### config.mk
export PLATFORM = sky130hd
export DESIGN_NAME = button_debounce
export DESIGN_NICKNAME = d
export VERILOG_FILES = /design/src/rtl/button_debounce_pkg.sv /design/src/rtl/button_debounce_sync_2ff.sv /design/src/rtl/button_debounce.sv
export SDC_FILE = /design/constraint.sdc
export NUM_CORES = 1
export LEC_CHECK = 0
export ABC_AREA = 1
export CORE_MARGIN = 2
export CORE_UTILIZATION = 55
export DETAILED_ROUTE_END_ITERATION = 10
export GPL_TIMING_DRIVEN = 0
export PLACE_DENSITY_LB_ADDON = 0.15
export RECOVER_POWER = 25
export SLEW_MARGIN = 20
export SYNTH_ARGS = -nofsm -noshare
export SYNTH_HDL_FRONTEND = slang
export SYNTH_SLANG_ARGS = --single-unit
export TNS_END_PERCENT = 10
### constraint.sdc
create_clock -name clk25 -period 1.58 [get_ports clk25]
set_input_delay 0.158 -clock clk25 [delete_from_list [all_inputs] [get_ports clk25]]
set_output_delay 0.158 -clock clk25 [all_outputs]
set_load 0.05 [all_outputs]
### src/rtl/button_debounce_pkg.sv
// btn_pkg: shared FSM state type and 25 MHz default timing for button debouncing
package btn_pkg;
    typedef enum logic [1:0] {
        REL_STABLE = 2'b00,
        REL_WAIT   = 2'b01,
        PRS_STABLE = 2'b10,
        PRS_WAIT   = 2'b11
    } btn_state_t;
    localparam int DEF_DEBOUNCE_CYCLES = 500000;
    localparam int DEF_LONG_CYCLES     = 25000000;
    function automatic logic is_pressed(input btn_state_t s);
        return s == PRS_STABLE || s == PRS_WAIT;
    endfunction
endpackage

### src/rtl/button_debounce_sync_2ff.sv
// sync_2ff: 1-bit two-flop synchronizer with a caller-chosen reset level
module sync_2ff (
    input  logic i_clk,
    input  logic i_rst,
    input  logic i_rst_val,
    input  logic i_d,
    output logic o_q
);
    logic r_meta;
    logic r_q;
    always_ff @(posedge i_clk) begin
        if (i_rst) begin
            r_meta <= i_rst_val;
            r_q    <= i_rst_val;
        end else begin
            r_meta <= i_d;
            r_q    <= r_meta;
        end
    end
    assign o_q = r_q;
endmodule

### src/rtl/button_debounce.sv
// button_debounce: debounced level, press/release pulses and optional long-press pulse
// Long-press detection is built only when BUTTON_DEBOUNCE_LONGPRESS_EN is defined.
module button_debounce
    import btn_pkg::*;
#(
    parameter int DEBOUNCE_CYCLES = DEF_DEBOUNCE_CYCLES,
    parameter int ACTIVE_LOW      = 1,
    parameter int LONG_CYCLES     = DEF_LONG_CYCLES
) (
    input  logic clk25,
    input  logic fpga_rst,
    input  logic btn_in,
    output logic btn_level,
    output logic btn_press,
    output logic btn_release,
    output logic btn_long
);
    localparam int   CW      = $clog2(DEBOUNCE_CYCLES);
    localparam logic REL_PIN = (ACTIVE_LOW != 0);
    if (DEBOUNCE_CYCLES < 2 || LONG_CYCLES <= DEBOUNCE_CYCLES) begin : g_param_err
        $error("button_debounce: illegal DEBOUNCE_CYCLES/LONG_CYCLES");
    end
    logic          w_sync;
    logic          w_raw;
    logic          w_lvl_nxt;
    btn_state_t    r_state;
    btn_state_t    w_state_nxt;
    logic [CW-1:0] r_cnt;
    logic [CW-1:0] w_cnt_nxt;
    logic          r_level;
    logic          r_press;
    logic          r_release;
    sync_2ff u_sync (
        .i_clk    (clk25),
        .i_rst    (fpga_rst),
        .i_rst_val(REL_PIN),
        .i_d      (btn_in),
        .o_q      (w_sync)
    );
    assign w_raw = w_sync ^ REL_PIN;
    // The counter only runs in the WAIT states and is zeroed on every transition.
    always_comb begin
        w_state_nxt = r_state;
        w_cnt_nxt   = '0;
        case (r_state)
            REL_STABLE: w_state_nxt = w_raw ? REL_WAIT : REL_STABLE;
            PRS_STABLE: w_state_nxt = w_raw ? PRS_STABLE : PRS_WAIT;
            REL_WAIT: begin
                w_state_nxt = !w_raw ? REL_STABLE : (r_cnt == CW'(DEBOUNCE_CYCLES - 1)) ? PRS_STABLE : REL_WAIT;
                w_cnt_nxt   = (w_state_nxt == REL_WAIT) ? r_cnt + CW'(1) : '0;
            end
            default: begin
                w_state_nxt = w_raw ? PRS_STABLE : (r_cnt == CW'(DEBOUNCE_CYCLES - 1)) ? REL_STABLE : PRS_WAIT;
                w_cnt_nxt   = (w_state_nxt == PRS_WAIT) ? r_cnt + CW'(1) : '0;
            end
        endcase
    end
    assign w_lvl_nxt = is_pressed(w_state_nxt);
    always_ff @(posedge clk25) begin
        if (fpga_rst) begin
            r_state   <= REL_STABLE;
            r_cnt     <= '0;
            r_level   <= 1'b0;
            r_press   <= 1'b0;
            r_release <= 1'b0;
        end else begin
            r_state   <= w_state_nxt;
            r_cnt     <= w_cnt_nxt;
            r_level   <= w_lvl_nxt;
            r_press   <= w_lvl_nxt & ~r_level;
            r_release <= ~w_lvl_nxt & r_level;
        end
    end
    assign btn_level   = r_level;
    assign btn_press   = r_press;
    assign btn_release = r_release;
`ifdef BUTTON_DEBOUNCE_LONGPRESS_EN
    localparam int HW = $clog2(LONG_CYCLES) + 1;
    logic [HW-1:0] r_hold;
    logic [HW-1:0] w_hold_nxt;
    logic          r_long;
    // Hold count equals the number of cycles since btn_press, saturating at LONG_CYCLES.
    assign w_hold_nxt = (w_lvl_nxt != r_level) ? '0 :
                        (r_level && r_hold != HW'(LONG_CYCLES)) ? r_hold + HW'(1) : r_hold;
    always_ff @(posedge clk25) begin
        if (fpga_rst) begin
            r_hold <= '0;
            r_long <= 1'b0;
        end else begin
            r_hold <= w_hold_nxt;
            r_long <= (w_hold_nxt == HW'(LONG_CYCLES)) && (r_hold != HW'(LONG_CYCLES));
        end
    end
    assign btn_long = r_long;
`else
    assign btn_long = 1'b0;
`endif
endmodule

==> results of run 1 <==
## power by group
part | internal (mW) | switching, mW
Combinational | 0.00910 | 0.0101
Sequential | 0.659 | 0.00223
Clock | 0.257 | 0.207
Total | 0.925 | 0.219
## logic make-up (layout without fill, tap and decap cells)
family                     count (synthesis)  after routing
adders and majority gates                  1              1
AOI/OAI and AO/OA                          7              7
buffers and inverters                     25             36
other                                      1              1
DFF                                       26             26
and+or+nand+nor                           97             97
xor gates and xnor gates                   8              8
## area by class of cell
cell class	count	area, um2	share of cell area (%)
Buffer	2	18.8	1.34
Clock buffer	3	22.5	1.61
Clock inverter	1	30.0	2.14
Inverter	23	86.3	6.16
Multi-Input combinational cell	114	612	43.7
Sequential cell	26	523	37.3
Tap cell	28	35.0	2.50
Timing Repair Buffer	7	73.8	5.27
## path summary, 6_finish.rpt
check                           slack (ns)       endpoint      from
worst max register to register        0.12      r_cnt[16]  r_cnt[0]
worst min-delay path                  0.40  u_sync.r_meta    btn_in
worst max-delay path                  0.12      r_cnt[16]  r_cnt[0]
worst min register to register        0.45       r_cnt[0]  r_cnt[0]
## routing by layer
layer  track usage (%)  wire length [um]  up-vias
li1                  -                 -      535
met1              23.4              1020      437
met2              34.8              1090       12
met3              3.51                44        7
met4              9.65                56        0
met5                 0                 0        -
## per-stage QoR
step | hold slack [ns] | cells | TNS (ns) | worst slack (ns)
floorplan | 0.262 | 165 | 0 | 0.252
global placement | 0.399 | 198 | 0 | 0.0760
detailed placement | 0.418 | 198 | 0 | 0.0270
CTS | 0.398 | 202 | 0 | 0.00670
global route | 0.386 | 204 | -0.0665 | -0.0456
finish | 0.396 | 204 | 0 | 0.121
## critical path: cells and delay by family (launching register included)
kind	cells	cell delay (ns)
simple gates	4	0.59
xor+xnor	1	0.20
flops	1	0.38
fa+ha+maj	1	0.19
## synthesized netlist by cell type (2+ instances only)
cell     number
nor2_1       33
nand2_1      28
dfxtp_1      26
inv_1        22
nand3_1       8
nor3_1        8
xor2_1        6
nand4_1       4
nand2_2       3
nand3_2       3
or2_2         3
a21oi_1       2
a31oi_1       2
nor2_2        2
nor2_4        2
o21ai_1       2
xnor2_1       2
## state kept, by name (all words and copies together), names as in the netlist
name / flops
r_cnt: 19
btn_release: 1
u_sync.r_meta: 1
u_sync.o_q: 1
btn_level: 1
r_state: 2
btn_press: 1
## timing repair
action	CTS	global route
setup buffers	0	2
pin swaps	0	1
setup endpoints to repair	3	17
resized for setup	3	4
endpoints found under the hold margin	0	0
==> flow_summary.ini, run 1 <==
[finish]
n_antenna_cell = 0
fill_cells = 212
layout_commonest_cell = nor2_1
layout-drive-gt1-share_pct = 16.5
final_area_mm2 = 0.00140
layout.nets = 181
final_util_pct = 64.6
area_growth_pct = 13.7
layout_common_cells = nor2_1, nand2_1, dfxtp_1

[floorplanning]
dieHeight_um = 51.3
core-area_mm2 = 0.00217
dieArea_mm2 = 0.00264
io_pins = 7
start_util_pct = 56.8
core.rowCount = 17
fp.dieW_um = 51.3

[logic_synthesis]
synth-warning-count = 0
ys_ff_latch = 26
synth_cell_types = 26
yosys.area.top_type = dfxtp_1
synthSimpleGateAreaFrac_pct = 39.2
syn_nets = 169
syn_area_per_cell_um2 = 7.47
synth_area_mm2 = 0.00123
async_flop_share_pct = 0
seq_area_frac_synth_pct = 42.2
yosys.area.top_type_share_pct = 42.2
synth_compound_area_share_pct = 3.05
synthAdderAreaFrac_pct = 1.02
muxShareOfSynthArea_pct = 0
ys.flop_type = dfxtp_1
synth_top_family_by_area = simple AND/OR/NAND/NOR gates
synth-xor-area-share_pct = 5.69
syn_inst = 165
synth_edf_count = 0
synth_area_leaders = dfxtp_1, nor2_1, nand2_1, inv_1, xor2_1

[global_route]
grt_pass1_wl_um = 3950
grt_max_degree = 16
grt_usage_pct = 19.9
overflow = 0
grt_pass1_vias = 997
antenna_found_initial = 0

[place]
port_buffers = 5
placedInstanceArea_mm2 = 0.00132
detailed_place_hpwl_um = 1690
routabilityCongestion = 0.804

[clock_tree]
cts_hold_buf = 0
cts_root_buf = clkbuf_4
clock_latency_ns = 0.32
htree_levels = 1
cts_buffers = 3
clock_path_buffers = 2
cts_tree = done
cts.sinks = 26
cts.clk_slew.worst_paths_ns = 0.15

[worst_setup_path]
end_kind = flop
r2r_cells = 6
critical_path.max_fanout = 8
cp.required_ns = 1.82
critPathKind = reg -> reg
cp-start-kind = flop
slowest_stage = dfxtp_2
cp_cell_sequence = ha_2 > nand2_1 > nor3_4 > nand4_1 > xor2_1 > nor2_2
worstPathArrival_ns = 1.70
cpPeakStageDelay_ns = 0.38

[sta]
setup_violations = 0
skew_ns = 0.00278
worstMarginPinSlew_ns = 0.506
slew_headroom_pct = 66.4
period_minus_slack_ns = 1.46
max_freq_mhz = 685
hold_viol_final = 0
fin_crit_sh_pct = 92.3
maxSlewViolCount = 0
rsz0062_at_grt = true

[pwr]
p_leak_nw = 0.558
irDropWorstVdd_v = 0.000723
power_density_mw_per_mm2 = 816
total_power_mw = 1.14

[route]
routed_wl_um = 2210
final_antenna_net_count = 0
drt-vias-per-instance = 4.86
drc = 0
dr.pass1.iters = 4
routed-via-count = 991
wl_per_cell_um = 10.8
drtIter0Drc = 14

[min_path]
hold_depth = 2
worstHoldPathType = in -> reg

[outcome]
status = complete, no violations

[flow_run]
maxCapViolCount = 0
Power figures use the tool's default switching activity.
==> inputs of run 2 (changes only) <==
Settings changed: SETUP_SLACK_MARGIN set to 0.1.
==> run 2 against run 1 <==
Compared with the run above: sequential share of layout area fell by 1.3 points; utilization increased by 2.9 points; critical path type is now reg -> out; non-clock buffer count rose by 4; largest power group unchanged; clock power about the same; critical endpoint is now btn_level; wire length grew 6.8%; sequential cell count stayed put; critical path depth fell by 5.
==> flow_summary.ini, run 2 (same netlist as run 1, synthesis figures left out) <==
[global_route]
grt_pass1_vias = 993
use_met2_pct = 34.8
grt_usage_pct = 19.9
antenna_found_initial = 0
overflow = 0
met3_usage_pct = 3.51
top_usage_layer = met2
gr-usage-met1_pct = 23.4
grt_pass1_wl_um = 3950
grt_max_degree = 16

[worst_setup_path]
worstPathArrival_ns = 1.24
startpoint = btn_level
critPathKind = reg -> out
reg2reg_from = r_cnt[0]
reg2reg_slack_ns = 0.18
cpLargestDelayFamily = buffers and inverters
end_kind = output pin
path_buf_inv = 1
cp_cell_sequence = dlygate4sd2_1
cpPeakStageDelay_ns = 0.54
r2r_end = r_cnt[16]
slowest_stage = dlygate4sd2_1
endpoint = btn_level
cp-start-kind = flop
crit_cells = 1
critical_path.max_fanout = 3
r2r_cells = 6
cp.required_ns = 1.42

[sta]
setup_violations = 0
max_freq_mhz = 715
rsz0062_at_grt = true
hold_viol_final = 0
worst_slack_ns = 0.181
fin_crit_sh_pct = 88.6
period_minus_slack_ns = 1.40
tns_ns = 0
worstMarginPinSlew_ns = 0.507
maxSlewViolCount = 0
skew_ns = 0.00381
slew_headroom_pct = 66.4

[floorplanning]
io_pins = 7
start_util_pct = 56.8
core-area_mm2 = 0.00217
dieArea_mm2 = 0.00264
core.rowCount = 17
dieHeight_um = 51.3
fp.dieW_um = 51.3

[route]
drt-vias-per-instance = 4.95
routed_wl_um = 2360
drc = 0
wl_per_cell_um = 11.3
final_antenna_net_count = 0
dr.pass1.iters = 4
drtIter0Drc = 18
routed-via-count = 1029

[finish]
top_regs = r_cnt (19), r_state (2)
fin_cells = 208
largest_register_ffs = 19
fill_cells = 206
top_register = r_cnt
ff_latch_area_um2 = 527
layout_common_cells = nor2_1, nand2_1, dfxtp_1
layout.nets = 185
n_antenna_cell = 0
layout_commonest_cell = nor2_1
layout-drive-gt1-share_pct = 20.6
area_growth_pct = 18.8
final_area_mm2 = 0.00146
multi_input_area_um2 = 637

[clock_tree]
cts_hold_buf = 0
clock_latency_ns = 0.33
cts_buffers = 3
cts.clk_slew.worst_paths_ns = 0.14
cts.sinks = 26
cts_root_buf = clkbuf_4
htree_levels = 1
clock_path_buffers = 2
cts_tree = done

[pwr]
p_leak_nw = 0.599
power_density_mw_per_mm2 = 779
total_power_mw = 1.14
irDropWorstVdd_v = 0.000733

[place]
placedInstanceArea_mm2 = 0.00132
dpl.cell_count = 198
routabilityCongestion = 0.804
post-place-ws_ns = 0.0270
detailed_place_hpwl_um = 1690
port_buffers = 5

[min_path]
worstHoldPathType = in -> reg

[flow_run]
maxCapViolCount = 0

[outcome]
status = complete, no violations
==> run 2: cell types whose count changed in the layout (fill, tap and decap cells not counted), sizes merged <==
cell	change
buf	+4
==> run 2: per-layer routing <==
metal	wire [um]	vias to the layer above	part of all wire [%]
li1	-	542	-
met1	1030	460	43
met2	1200	17	51
met3	75	10	3.2
met4	53	0	2.2
met5	0	-	0
==> run 2: layout make-up <==
class                      count  share of cell area, %
inverter                      23                   5.90
clock buffer                   3                   1.54
tap                           28                   2.39
buffer                         2                   1.54
timing repair buffer          11                   7.09
multi-input combinational    114                   43.5
clock inverter                 1                   2.05
sequential                    26                   36.0
==> run 2: metrics by stage <==
stage / utilization, % / hold slack, ns
after CTS: 63.6 / 0.398
after detailed placement: 60.7 / 0.418
after global placement: 60.7 / 0.399
after global routing: 67.5 / 0.386
after floorplan: - / 0.262
final: 67.5 / 0.397
==> run 2: what timing repair did <==
action / in CTS / in global routing
pin swaps: 0 / 2
setup buffers: 0 / 6
gates resized for setup: 8 / 7
setup endpoints to repair: 17 / 17
==> run 2: how the worst min path moves through the flow <==
stage | startpoint | end | slack (ns) | cells after the start
3_3_place_gp | u_sync.r_meta | u_sync.o_q | 0.40 | 1
6_report | btn_in | u_sync.r_meta | 0.40 | 2
4_1_cts | btn_in | u_sync.r_meta | 0.40 | 2
5_1_grt | btn_in | u_sync.r_meta | 0.39 | 2
3_5_place_dp | u_sync.r_meta | u_sync.o_q | 0.42 | 1
2_1_floorplan | btn_in | u_sync.r_meta | 0.26 | 1
==> run 2: power breakdown <==
part / switching, mW / leakage, nW / internal, mW
clock: 0.204 / 0.0279 / 0.257
sequential: 0.00224 / 0.212 / 0.657
combinational: 0.0102 / 0.359 / 0.00927
total: 0.217 / 0.599 / 0.923
